$ cat src/rtl/keypad_scan.sv
// keypad_scan: 4x4 matrix keypad scanner (Pmod KYPD).
// Drives one active-low column at a time, samples the synchronized active-low
// rows at the end of each column dwell, classifies each full sweep, debounces
// the classification and emits a hex key code with a one-cycle strobe.
// Optional feature macro: KEYPAD_REPEAT_EN (auto-repeat strobes while held).
module keypad_scan #(
  parameter int SCAN_DIV      = 1 << 17,
  parameter int DEBOUNCE      = 4,
  parameter int REPEAT_SWEEPS = 32
) (
  input  logic       clk,
  input  logic       reset_n,
  input  logic [3:0] rows,
  output logic [3:0] cols,
  output logic [3:0] key_code,
  output logic       key_valid,
  output logic       key_down
);

  localparam int PW = (SCAN_DIV > 1) ? $clog2(SCAN_DIV) : 1;
  localparam int SW = $clog2(DEBOUNCE + 1);

  typedef enum logic [1:0] {CLS_NONE, CLS_SINGLE, CLS_MULTI} cls_t;

  logic [3:0]    rows_meta, rows_sync;
  logic [PW-1:0] pre_cnt;
  logic [1:0]    col;
  logic          tick, sweep_end;
  logic [11:0]   snap;        // columns 0..2; column 3 is taken live at sweep end
  logic [15:0]   pressed;     // bit c*4+r, active-high
  logic [4:0]    n_pressed;
  cls_t          cur_kind, prev_kind;
  logic [3:0]    cur_code, prev_code;
  logic [SW-1:0] stab_cnt, stab_next;
  logic          same_cls, accept, rep_fire;

  // Map snapshot bit index {col,row} to the printed key legend.
  function automatic logic [3:0] key_map(input logic [3:0] idx);
    case (idx)
      4'd0:  key_map = 4'h1;  4'd1:  key_map = 4'h4;
      4'd2:  key_map = 4'h7;  4'd3:  key_map = 4'h0;
      4'd4:  key_map = 4'h2;  4'd5:  key_map = 4'h5;
      4'd6:  key_map = 4'h8;  4'd7:  key_map = 4'hF;
      4'd8:  key_map = 4'h3;  4'd9:  key_map = 4'h6;
      4'd10: key_map = 4'h9;  4'd11: key_map = 4'hE;
      4'd12: key_map = 4'hA;  4'd13: key_map = 4'hB;
      4'd14: key_map = 4'hC;  default: key_map = 4'hD;
    endcase
  endfunction

  assign tick      = (pre_cnt == PW'(SCAN_DIV - 1));
  assign sweep_end = tick && (col == 2'd3);
  assign cols      = ~(4'b0001 << col);

  // Two-flop synchronizer for the asynchronous row pins (idle = all high).
  always_ff @(posedge clk or negedge reset_n) begin
    if (!reset_n) begin
      rows_meta <= 4'hF;
      rows_sync <= 4'hF;
    end else begin
      rows_meta <= rows;
      rows_sync <= rows_meta;
    end
  end

  // Dwell prescaler, column pointer and per-column row snapshot.
  always_ff @(posedge clk or negedge reset_n) begin
    if (!reset_n) begin
      pre_cnt <= '0;
      col     <= 2'd0;
      snap    <= 12'hFFF;
    end else begin
      pre_cnt <= tick ? '0 : pre_cnt + PW'(1);
      if (tick) begin
        col <= col + 2'd1;
        case (col)
          2'd0:    snap[3:0]  <= rows_sync;
          2'd1:    snap[7:4]  <= rows_sync;
          2'd2:    snap[11:8] <= rows_sync;
          default: ;
        endcase
      end
    end
  end

  // Classify the completed sweep: none, exactly one key, or several keys.
  always_comb begin
    pressed   = ~{rows_sync, snap};
    n_pressed = 5'd0;
    cur_code  = 4'h0;
    for (int i = 0; i < 16; i++) begin
      if (pressed[i]) begin
        n_pressed = n_pressed + 5'd1;
        cur_code  = key_map(4'(i));
      end
    end
    if (n_pressed == 5'd0) begin
      cur_kind = CLS_NONE;
    end else if (n_pressed == 5'd1) begin
      cur_kind = CLS_SINGLE;
    end else begin
      cur_kind = CLS_MULTI;
      cur_code = 4'h0;
    end
  end

  // Stability count; acceptance fires only on the sweep that reaches DEBOUNCE.
  always_comb begin
    same_cls = (cur_kind == prev_kind) && (cur_code == prev_code);
    if (!same_cls)
      stab_next = SW'(1);
    else if (stab_cnt == SW'(DEBOUNCE))
      stab_next = stab_cnt;
    else
      stab_next = stab_cnt + SW'(1);
    accept = (stab_next == SW'(DEBOUNCE)) && !(same_cls && (stab_cnt == SW'(DEBOUNCE)));
  end

  // Debounce history and accepted key state; strobe is a single-cycle pulse.
  always_ff @(posedge clk or negedge reset_n) begin
    if (!reset_n) begin
      prev_kind <= CLS_NONE;
      prev_code <= 4'h0;
      stab_cnt  <= '0;
      key_code  <= 4'h0;
      key_down  <= 1'b0;
      key_valid <= 1'b0;
    end else begin
      key_valid <= rep_fire;
      if (sweep_end) begin
        prev_kind <= cur_kind;
        prev_code <= cur_code;
        stab_cnt  <= stab_next;
        if (accept) begin
          if (cur_kind == CLS_SINGLE) begin
            if ((cur_code != key_code) || !key_down) begin
              key_code  <= cur_code;
              key_down  <= 1'b1;
              key_valid <= 1'b1;
            end
          end else if (cur_kind == CLS_NONE) begin
            key_down <= 1'b0;
          end
        end
      end
    end
  end

`ifdef KEYPAD_REPEAT_EN
  localparam int RW = $clog2(REPEAT_SWEEPS + 1);
  logic [RW-1:0] rep_cnt;
  logic          hold_match;

  assign hold_match = key_down && (cur_kind == CLS_SINGLE) && (cur_code == key_code);
  assign rep_fire   = sweep_end && !accept && hold_match && (rep_cnt == RW'(REPEAT_SWEEPS - 1));

  // Count held sweeps after acceptance; wrap on each repeat strobe.
  always_ff @(posedge clk or negedge reset_n) begin
    if (!reset_n) begin
      rep_cnt <= '0;
    end else if (sweep_end) begin
      if (accept || !hold_match || rep_fire)
        rep_cnt <= '0;
      else
        rep_cnt <= rep_cnt + RW'(1);
    end
  end
`else
  // Repeat disabled: the comparison is constant false and only consumes the parameter.
  assign rep_fire = (REPEAT_SWEEPS < 0);
`endif

endmodule

$ cat config.mk
export PLATFORM = sky130hd
export DESIGN_NAME = keypad_scan
export DESIGN_NICKNAME = d
export VERILOG_FILES = /design/src/rtl/keypad_scan.sv
export SDC_FILE = /design/constraint.sdc
export NUM_CORES = 1
export LEC_CHECK = 0
export ABC_AREA = 1
export CELL_PAD_IN_SITES_DETAIL_PLACEMENT = 1
export CELL_PAD_IN_SITES_GLOBAL_PLACEMENT = 2
export CORE_MARGIN = 4
export CORE_UTILIZATION = 38
export DETAILED_ROUTE_END_ITERATION = 10
export PLACE_DENSITY = 0.89
export SLEW_MARGIN = 10
export SYNTH_ARGS = -nofsm -noshare
export SYNTH_HDL_FRONTEND = slang
export SYNTH_SLANG_ARGS = --single-unit
$ cat constraint.sdc
create_clock -name clk -period 25.4 [get_ports clk]
set_input_delay 3.81 -clock clk [delete_from_list [all_inputs] [get_ports clk]]
set_output_delay 3.81 -clock clk [all_outputs]
set_load 0.02 [all_outputs]
==> impl_table.tex <==
\begin{tabular}{lr}
\hline
Metric & Value \\
\hline
\multicolumn{2}{l}{\textbf{Clock network}} \\
\# resized after CTS & 0 \\
CTS HTree Levels & 2 \\
Clock transition at the registers of the reported paths & 70 ps \\
Setup repair bufs after CTS & 0 \\
Source-to-sink clock delay at the later pin of the worst-skew pair & 290 ps \\
Clock tree root buffer cell & clkbuf\_16 \\
Longest Clk Path Bufs & 2 \\
CTS tree & done \\
Number of buffers added to fix hold violations after cts & 0 \\
Cts bufs inserted & 5 \\
Number of clock sinks & 54 \\
\multicolumn{2}{l}{\textbf{Floorplanning}} \\
Num rows & 39 \\
Effective utilization at floorplan & 39.2\% \\
Die X & 117 um \\
Top-level port count & 16 \\
Placeable core region & 0.0116 mm\^{}2 \\
Die Span Y & 117 um \\
Die footprint & 0.0137 mm\^{}2 \\
\multicolumn{2}{l}{\textbf{Critical path}} \\
Path length in cells of the critical path & 58 \\
Critical path arrival & 9320 ps \\
Count of cells along the worst register-to-register path & 58 \\
WS Path Type & register to register \\
Delay contributed by the slowest stage of the critical path & 570 ps \\
Required time of the critical path & 25580 ps \\
Slowest CP cell & dfstp\_2 \\
Most repeated library cell on the critical path & nand2\_1 \\
Top fanout value on the critical path & 12 \\
Worst setup EP type & register \\
Buffering stage count on the worst path with inverters included & 4 \\
Top Family by Delay on Critical Path & adder cells \\
CP Launch Type & register \\
\multicolumn{2}{l}{\textbf{GRT}} \\
First-pass GRT wire length & 18.8 mm \\
Aggregate global routing overflow & 0 \\
All-Layer GR Usage & 16.5\% \\
Via count of the first global-routing pass & 4371 \\
Maximum number of pins on one net before global-route repair & 55 \\
Antenna violations before repair & 0 \\
\multicolumn{2}{l}{\textbf{Logic synthesis}} \\
Post-Syn Nets & 710 \\
Part of the Yosys area used for sequential elements & 30.4\% \\
Number of flops mapped to enable cells by yosys & 0 \\
Synthesis warning total & 0 \\
Most used flip-flop cell after synthesis & dfrtp\_1 \\
Synth unique cells & 34 \\
Cell count after synthesis & 680 \\
Synth Cell Area & 0.00453 mm\^{}2 \\
Post-synthesis sequential element count & 54 \\
Per-instance average area after synthesis & 6.66 um\^{}2 \\
Proportion of synthesized flip-flops having asynchronous set or reset & 100\% \\
\multicolumn{2}{l}{\textbf{Power}} \\
Lkg Pwr & 2.67 nW \\
Power per cell area & 34.2 mW/mm\^{}2 \\
Cell-internal power & 0.130 mW \\
Clock share of power & 42.2\% \\
Portion of total power attributed to combinational logic & 6.1\% \\
Switching part of the total power & 23.5\% \\
Fraction of power consumed by sequential logic & 51.7\% \\
Net switching power & 0.0399 mW \\
Peak VDD IR & 0.0000331 V \\
\multicolumn{2}{l}{\textbf{Placed design}} \\
Cell area reported after detailed placement & 0.00481 mm\^{}2 \\
\# port buffers & 15 \\
Global placement routability congestion & 0.812 \\
Half-perimeter wire length after detailed placement & 8.59 mm \\
\multicolumn{2}{l}{\textbf{Timing}} \\
Fin Clk Skew & 2.39 ps \\
RSZ-0062 raised after global routing & false \\
Slew at the pin closest to its max-slew limit & 684 ps \\
Portion of the clock cycle consumed by the worst path in the final layout & 36.0\% \\
Setup tns final & 0 ps \\
Slew Viols, Final & 0 \\
Normalized max-slew margin & 54.4\% \\
Final setup violating endpoints & 0 \\
Maximum clock frequency & 109 MHz \\
Hold violation count in the final report & 0 \\
Minimum clock period after layout & 9130 ps \\
\multicolumn{2}{l}{\textbf{Drt}} \\
Vias per inst & 4.89 \\
Routed length per placed instance & 12.4 um \\
DRC violation total after the first TritonRoute iteration & 128 \\
Number of vias in the routed layout & 4105 \\
Number of design rule violations left after detail routing & 0 \\
Total length of routed wires & 10.4 mm \\
DR pass1 iterations & 4 \\
Post-detailed-route count of antenna-violating nets & 0 \\
\multicolumn{2}{l}{\textbf{Cells and area}} \\
Diodes inserted & 0 \\
Most common cell after layout, fill and taps aside & nand2\_1 \\
Finished Cell Area & 0.00497 mm\^{}2 \\
Number of nets in the layout & 725 \\
Top library cells by usage in the layout, fill and taps aside & nand2\_1, inv\_1, nand3\_1 \\
Area growth from synthesis to layout & 9.70\% \\
Fraction of final layout cells sized beyond drive strength 1 & 15.7\% \\
\multicolumn{2}{l}{\textbf{Run status}} \\
Result of the run & complete, no violations \\
\multicolumn{2}{l}{\textbf{Worst hold path}} \\
Class of the worst hold path & register to register \\
Hold Path Stages & 0 \\
\multicolumn{2}{l}{\textbf{Flow run}} \\
Max-Cap Viols & 0 \\
\hline
\end{tabular}
-- power groups by stage --
| stage | combinational (mW) | sequential (mW) | clock [mW] |
|---|---|---|---|
| after floorplan | 0.00642 | 0.0892 | 0 |
| after global placement | 0.0103 | 0.0894 | 0 |
| after detailed placement | 0.0106 | 0.0895 | 0 |
| after CTS | 0.0108 | 0.0879 | 0.0754 |
| after global routing | 0.0121 | 0.0880 | 0.0792 |
| final | 0.0104 | 0.0879 | 0.0718 |
-- stage by stage --
stage | hold slack, ps | worst slack, ps | utilization (%) | total power [mW] | std cells
6_report | 357 | 16270 | 43.0 | 0.170 | 839
5_1_grt | 360 | 15410 | 43.0 | 0.179 | 839
4_1_cts | 358 | 16160 | 43.0 | 0.174 | 839
3_5_place_dp | 347 | 16200 | 41.6 | 0.100 | 831
3_3_place_gp | 346 | 16720 | 41.6 | 0.0997 | 831
2_1_floorplan | 345 | 17200 | - | 0.0956 | 680
-- state kept, by name (all words and copies together), names as in the netlist --
signal,cells
snap,12
key_valid,1
pre_cnt,17
col,2
key_code,4
stab_cnt,3
key_down,1
rows_sync,4
prev_code,4
rows_meta,4
prev_kind,2
-- synth_stat cells, types with 9 or more instances --
cell / number / area (um^2)
nand3_1: 52 / 260
nand3b_1: 10 / 75.1
nor3_1: 11 / 55.1
nand3_2: 12 / 120
inv_2: 9 / 33.8
nand2_2: 36 / 225
a21oi_1: 22 / 110
nor2_1: 49 / 184
o21ai_0: 37 / 185
ha_1: 24 / 300
inv_1: 119 / 447
nand2_1: 197 / 739
dfstp_2: 20 / 526
dfrtp_1: 34 / 851
-- per-layer routing --
layer	GRT usage [%]	share of wire [%]	vias to the layer above
li1	-	-	2144
met1	19.9	47	1932
met2	31.3	51	21
met3	1.80	1.0	8
met4	3.44	0.95	0
met5	0	0	-
-- worst paths after layout --
kind	start	to	slack, ps
max	snap[1]	key_code[3]	16270
min	rows_meta[0]	rows_sync[0]	360
max reg2reg	snap[1]	key_code[3]	16270
min reg2reg	rows_meta[0]	rows_sync[0]	360
max in group asynchronous	reset_n	pre_cnt[1]	21310
min in group asynchronous	reset_n	stab_cnt[1]	3630
-- layout make-up --
class                      instances  area [um^2]
sequential                        54         1380
clock buffer                       6          139
tap                              143          179
inverter                         128          480
clock inverter                     2         16.3
fill                            1505         6600
timing repair buffer              16          153
multi-input combinational        490         2620
-- kinds of logic (layout without fill, tap and decap cells) --
| family | Yosys count | in the layout | synth area share [%] |
|---|---|---|---|
| simple gates | 392 | 392 | 42.4 |
| flops | 54 | 54 | 30.4 |
| buf+inv | 136 | 152 | 11.7 |
| compound gates | 72 | 72 | 8.48 |
| fa+ha+maj | 24 | 24 | 6.63 |
| xor+xnor | 2 | 2 | 0.387 |
(Power assumes the default switching activity.)
==> RTL edit 1: new RTL, same flow settings <==
Change the parameter `DEBOUNCE` from 4 to 8.
--- a/src/rtl/keypad_scan.sv
+++ b/src/rtl/keypad_scan.sv
@@ -7,3 +7,3 @@
   parameter int SCAN_DIV      = 1 << 17,
-  parameter int DEBOUNCE      = 4,
+  parameter int DEBOUNCE      = 8,
   parameter int REPEAT_SWEEPS = 32
Behaviour: no difference found for any inputs over 10 cycles, from zero or initial values and one cycle with reset_n low; that may be too few to reach the edited logic, so the function may still have changed.
==> RTL edit 1 against the unedited design <==
- worst setup slack got worse by 1700 ps
- clock skew rose by 0.52 ps
- routed wire length fell by 4.1%
- area after synthesis fell by 0.28%
- critical path depth rose by 4
- cell area fell by 0.43%
- sequential share of layout area rose by 0.63 points
- power rose by 1.3%
- sequential cell count rose by 1
- highest routed layer unchanged
==> RTL edit 1: results (changes against the unedited design) <==
Status
  • Status: completed (unchanged)

Placed design
  • Dpl hpwl: 8.21 mm (was 8.59 mm)
  • Placed cells: 815 (was 831)
  • Gp weighted congestion: 0.805 (was 0.812)

Critical path
  • Worst EP arrival: 11010 ps (was 9320 ps)
  • CP delay by family, top: simple AND/OR/NAND/NOR gates (was adder cells)
  • Critical-path maximum fanout: 11 (was 12)
  • Setup slack, reg-to-reg: 14570 ps (was 16270 ps)

Clock network
  • Clock Tree Buf Depth: 2 (unchanged)
  • Clock root buffer: clkbuf_16 (unchanged)

Detailed routing
  • Wirelength, routed: 10.0 mm (was 10.4 mm)
  • Avg Vias per Cell: 4.91 (was 4.89)
  • Starting DRT DRC Count: 71 (was 128)
  • Wire length per cell: 12.2 microns (was 12.4 microns)

Timing
  • Tightest Pin Transition: 689 ps (was 684 ps)
  • Hold WS: 359 ps (was 357 ps)
  • Clock skew: 2.91 ps (was 2.39 ps)

Cells and area
  • Filler instances: 1527 (was 1505)
  • Final nets: 709 (was 725)
  • Share of cells above drive strength 1: 16.5% (was 15.7%)

Power
  • Pleak: 2.67 nW (about the same)
  • Max VDD drop: 0.0000371 V (was 0.0000331 V)
  • Net Sw Frac: 22.3% (was 23.5%)

Yosys
  • Post-synth top cells: nand2_1, inv_1, nand3_1, nor2_1 (was nand2_1, inv_1, nand3_1, nor2_1, o21ai_0)
  • Top cells by area, synth: dfrtp_1, nand2_1, dfstp_2, inv_1, ha_1 (unchanged)
  • Register area share after synthesis: 31.0% (was 30.4%)
  • Synth Net Count: 696 (was 710)
  • Synth cell types: 39 (was 34)

GRT
  • Global-route total usage across every layer: 16.1% (was 16.5%)
  • Vias in the first global route: 4098 (was 4371)
  • Global-route wire length before repair: 18.3 mm (was 18.8 mm)
  • Largest net degree at the start of global routing: 56 (was 55)

Min path
  • Hold EP: rows_sync[1] (was rows_sync[0])
  • Min-delay src: rows_meta[1] (was rows_meta[0])
RTL edit 1: cell count changes in the layout (fill, tap and decap cells not counted), moves of 6 or more:
cell / change
inv_1: +11
nand2_1: -26
nand4_1: +6
nor2_1: -8
o21bai_1: -6
RTL edit 1: stage by stage:
stage | setup slack [ps] | power, mW | instance area, sq um
2_1_floorplan | 15690 | 0.0970 | 4520
3_3_place_gp | 15020 | 0.101 | 4790
3_5_place_dp | 14550 | 0.101 | 4790
4_1_cts | 14500 | 0.176 | 4950
5_1_grt | 13640 | 0.182 | 4950
6_report | 14570 | 0.172 | 4950
RTL edit 1: layout make-up:
cell class	count	area share (%)
multi-input cells	465	51.4
inverters	136	10.3
clock inverters	1	0.152
well taps	143	3.62
repair buffers	16	3.09
clock buffers	7	3.09
flip-flops and latches	55	28.3
RTL edit 1: cells by family (layout without fill, tap and decap cells):
logic type	count (synthesis)	after routing	synth area share, %
simple gates	368	368	40.6
buf+inv	146	160	12.7
compound gates	68	68	8.09
flops	55	55	31.0
fa+ha+maj	24	24	6.65
xor+xnor	5	5	0.970
RTL edit 1: worst max path at each step:
stage                     startpoint          end  slack, ps  cells past startpoint
after floorplan              snap[1]  key_code[0]      15690                     63
after global placement       snap[1]  key_code[3]      15020                     62
after detailed placement     snap[1]  key_code[2]      14550                     62
after CTS                    snap[1]  key_code[0]      14500                     61
after global routing         snap[1]  key_code[0]      13640                     61
final                        snap[1]  key_code[3]      14570                     62
RTL edit 1: power by group through the flow:
stage          Clock, mW  Sequential, mW  Combinational, mW
3_3_place_gp           0          0.0911            0.00967
2_1_floorplan          0          0.0909            0.00613
4_1_cts           0.0761          0.0895             0.0102
5_1_grt           0.0806          0.0896             0.0114
6_report          0.0730          0.0895            0.00978
3_5_place_dp           0          0.0911             0.0101
RTL edit 1: layer usage:
layer | global-route usage (%) | share of wire, % | vias to the layer above
met1 | 20.8 | 49 | 1898
met4 | 4.05 | 1.1 | 0
met3 | 2.37 | 1.6 | 12
met2 | 28.5 | 49 | 29
li1 | - | - | 2105
met5 | 0 | 0 | -
==> RTL edit 2: new RTL, same flow settings <==
Made on the original files. Encoding of `cls_t`: now one-hot (3 bits for 3 values).
--- a/src/rtl/keypad_scan.sv
+++ b/src/rtl/keypad_scan.sv
@@ -22,3 +22,3 @@
 
-  typedef enum logic [1:0] {CLS_NONE, CLS_SINGLE, CLS_MULTI} cls_t;
+  typedef enum logic [2:0] {CLS_NONE = 3'b001, CLS_SINGLE = 3'b010, CLS_MULTI = 3'b100} cls_t;
 
Function: no difference found for any inputs over 10 cycles, from zero or initial values and one cycle with reset_n low; not proved beyond that.
==> RTL edit 2 against the unedited design <==
- critical endpoint is now key_code[2]
- non-clock buffer count unchanged
- routed wire length increased by 7.0%
- die area is 1.1% higher
- sequential power up 2%
- sequential cell count is 1 higher
- worst hold slack improved by 3.1 ps
- cell area is 1.1% higher
- power up 6.2%
- worst setup slack got worse by 1900 ps
- first-iteration DRC count fell by 5.5%
- largest power group unchanged
- largest cell class unchanged
- utilization increased by 0.27 points
- area after synthesis up 1.2%
==> RTL edit 2: results (changes against the unedited design) <==
Timing
  • Clock skew: 6.57 ps (was 2.39 ps)
  • Worst slew margin: 53.7% (was 54.4%)

Clock network
  • Clock root buffer: clkbuf_16 (unchanged)
  • Clock Latency Late Sink: 290 ps (about the same)
  • CTS buffer count: 5 (unchanged)
  • Clock transition at path regs: 70 ps (about the same)

Cells and area
  • Share of cells above drive strength 1: 15.3% (was 15.7%)
  • Filler instances: 1556 (was 1505)
  • Top flop regs: pre_cnt x17, snap x12 (unchanged)
  • Cell Count, Final, Fillers Out: 854 (was 839)
  • Final nets: 740 (was 725)
  • Ant diodes: 0 (unchanged)

Power
  • Max VDD drop: 0.0000412 V (was 0.0000331 V)
  • Pleak: 2.69 nW (was 2.67 nW)

Yosys
  • Synth warn: 0 (unchanged)
  • Synth cell types: 39 (was 34)
  • Top cells by area, synth: dfrtp_1, nand2_1, dfstp_2, inv_1, ha_1 (unchanged)
  • Synth Net Count: 727 (was 710)
  • Register area share after synthesis: 30.6% (was 30.4%)
  • Synth Flop Type: dfrtp_1 (unchanged)
  • Avg Cell Area, Syn: 6.57 sq um (was 6.66 sq um)
  • Post-synth top cells: nand2_1, inv_1, nor2_1, nand3_1, nand2_2 (was nand2_1, inv_1, nand3_1, nor2_1, o21ai_0)

GRT
  • Largest net degree at the start of global routing: 56 (was 55)
  • Global-route wire length before repair: 20.9 mm (was 18.8 mm)
  • Vias in the first global route: 4652 (was 4371)
  • GR Layer Usage met3: 1.83% (was 1.80%)
  • Initial antenna violation count: 0 (unchanged)
  • Global-route total usage across every layer: 17.4% (was 16.5%)
  • Met2 GRT Util: 33.0% (was 31.3%)
  • GR Util met1: 21.3% (was 19.9%)

Detailed routing
  • Wirelength, routed: 11.2 mm (was 10.4 mm)
  • Starting DRT DRC Count: 121 (was 128)
  • Avg Vias per Cell: 4.92 (was 4.89)

Placed design
  • DP Worst Slack: 14360 ps (was 16200 ps)
  • PortBufs: 15 (unchanged)
  • Gp weighted congestion: 0.761 (was 0.812)
  • Dpl hpwl: 9.03 mm (was 8.59 mm)

Critical path
  • Critical Path Slowest Stage Cell: dfstp_2 (unchanged)
  • Critical-path maximum fanout: 6 (was 12)
  • Worst EP arrival: 11250 ps (was 9320 ps)
  • Critical path's largest stage delay: 560 ps

Status
  • Status: completed (unchanged)
-- RTL edit 2: cell count changes after synthesis, sizes merged, moves of 3 or more --
cell,change
buf,+4
nand2,-4
or2,+6
nand3b,-3
a21oi,-9
nor2,+15
nand4,+8
o21bai,-6
-- RTL edit 2: cell type report --
class,instances,area [sq um],share of cell area (%)
Multi-Input combinational cell,506,2650,52.7
Sequential cell,55,1400,27.9
Inverter,126,473,9.42
Tap cell,143,179,3.56
Timing Repair Buffer,16,153,3.04
Clock buffer,6,150,2.99
Clock inverter,2,17.5,0.349
-- RTL edit 2: path summary, 6_finish.rpt --
kind	startpoint	end	slack, ps	cells past startpoint
worst max-delay path	snap[1]	key_code[2]	14330	65
max in group asynchronous	reset_n	prev_kind[1]	21290	2
worst min-delay path	rows_meta[3]	rows_sync[3]	360	0
worst max register to register	snap[1]	key_code[2]	14330	65
min in group asynchronous	reset_n	pre_cnt[7]	3630	2
worst min register to register	rows_meta[3]	rows_sync[3]	360	0
-- RTL edit 2: power breakdown --
group	switching, mW	internal, mW
registers	0.000813	0.0888
clock network	0.0325	0.0431
logic	0.0106	0.00486
-- RTL edit 2: cell families (layout without fill, tap and decap cells) --
kind of cell               count (synthesis)  count (layout)  synth area share, %
AOI/OAI and AO/OA                         61              61                 7.26
buffers and inverters                    136             150                 11.7
DFF                                       55              55                 30.6
and+or+nand+nor                          416             416                 43.0
adders and majority gates                 24              24                 6.55
xor gates and xnor gates                   5               5                0.956
-- RTL edit 2: per-stage QoR --
step,cell area (sq um),utilization [%]
floorplan,4580,-
global placement,4850,41.8
detailed placement,4850,41.8
CTS,5020,43.2
global route,5020,43.2
finish,5020,43.2
-- RTL edit 2: layer usage --
layer | part of all wire (%) | up-vias | routed length, microns
met1 | 47 | 1982 | 5200
met3 | 1.1 | 5 | 118
li1 | - | 2194 | -
met2 | 52 | 18 | 5770
met4 | 0.68 | 0 | 76
met5 | 0 | - | 0
-- RTL edit 2: critical path, delay by kind of cell, from the launching register on --
kind,cells,cell delay (ps)
simple gates,37,5640
fa+ha+maj,14,3770
buf+inv,12,720
flops,1,560
compound gates,2,280
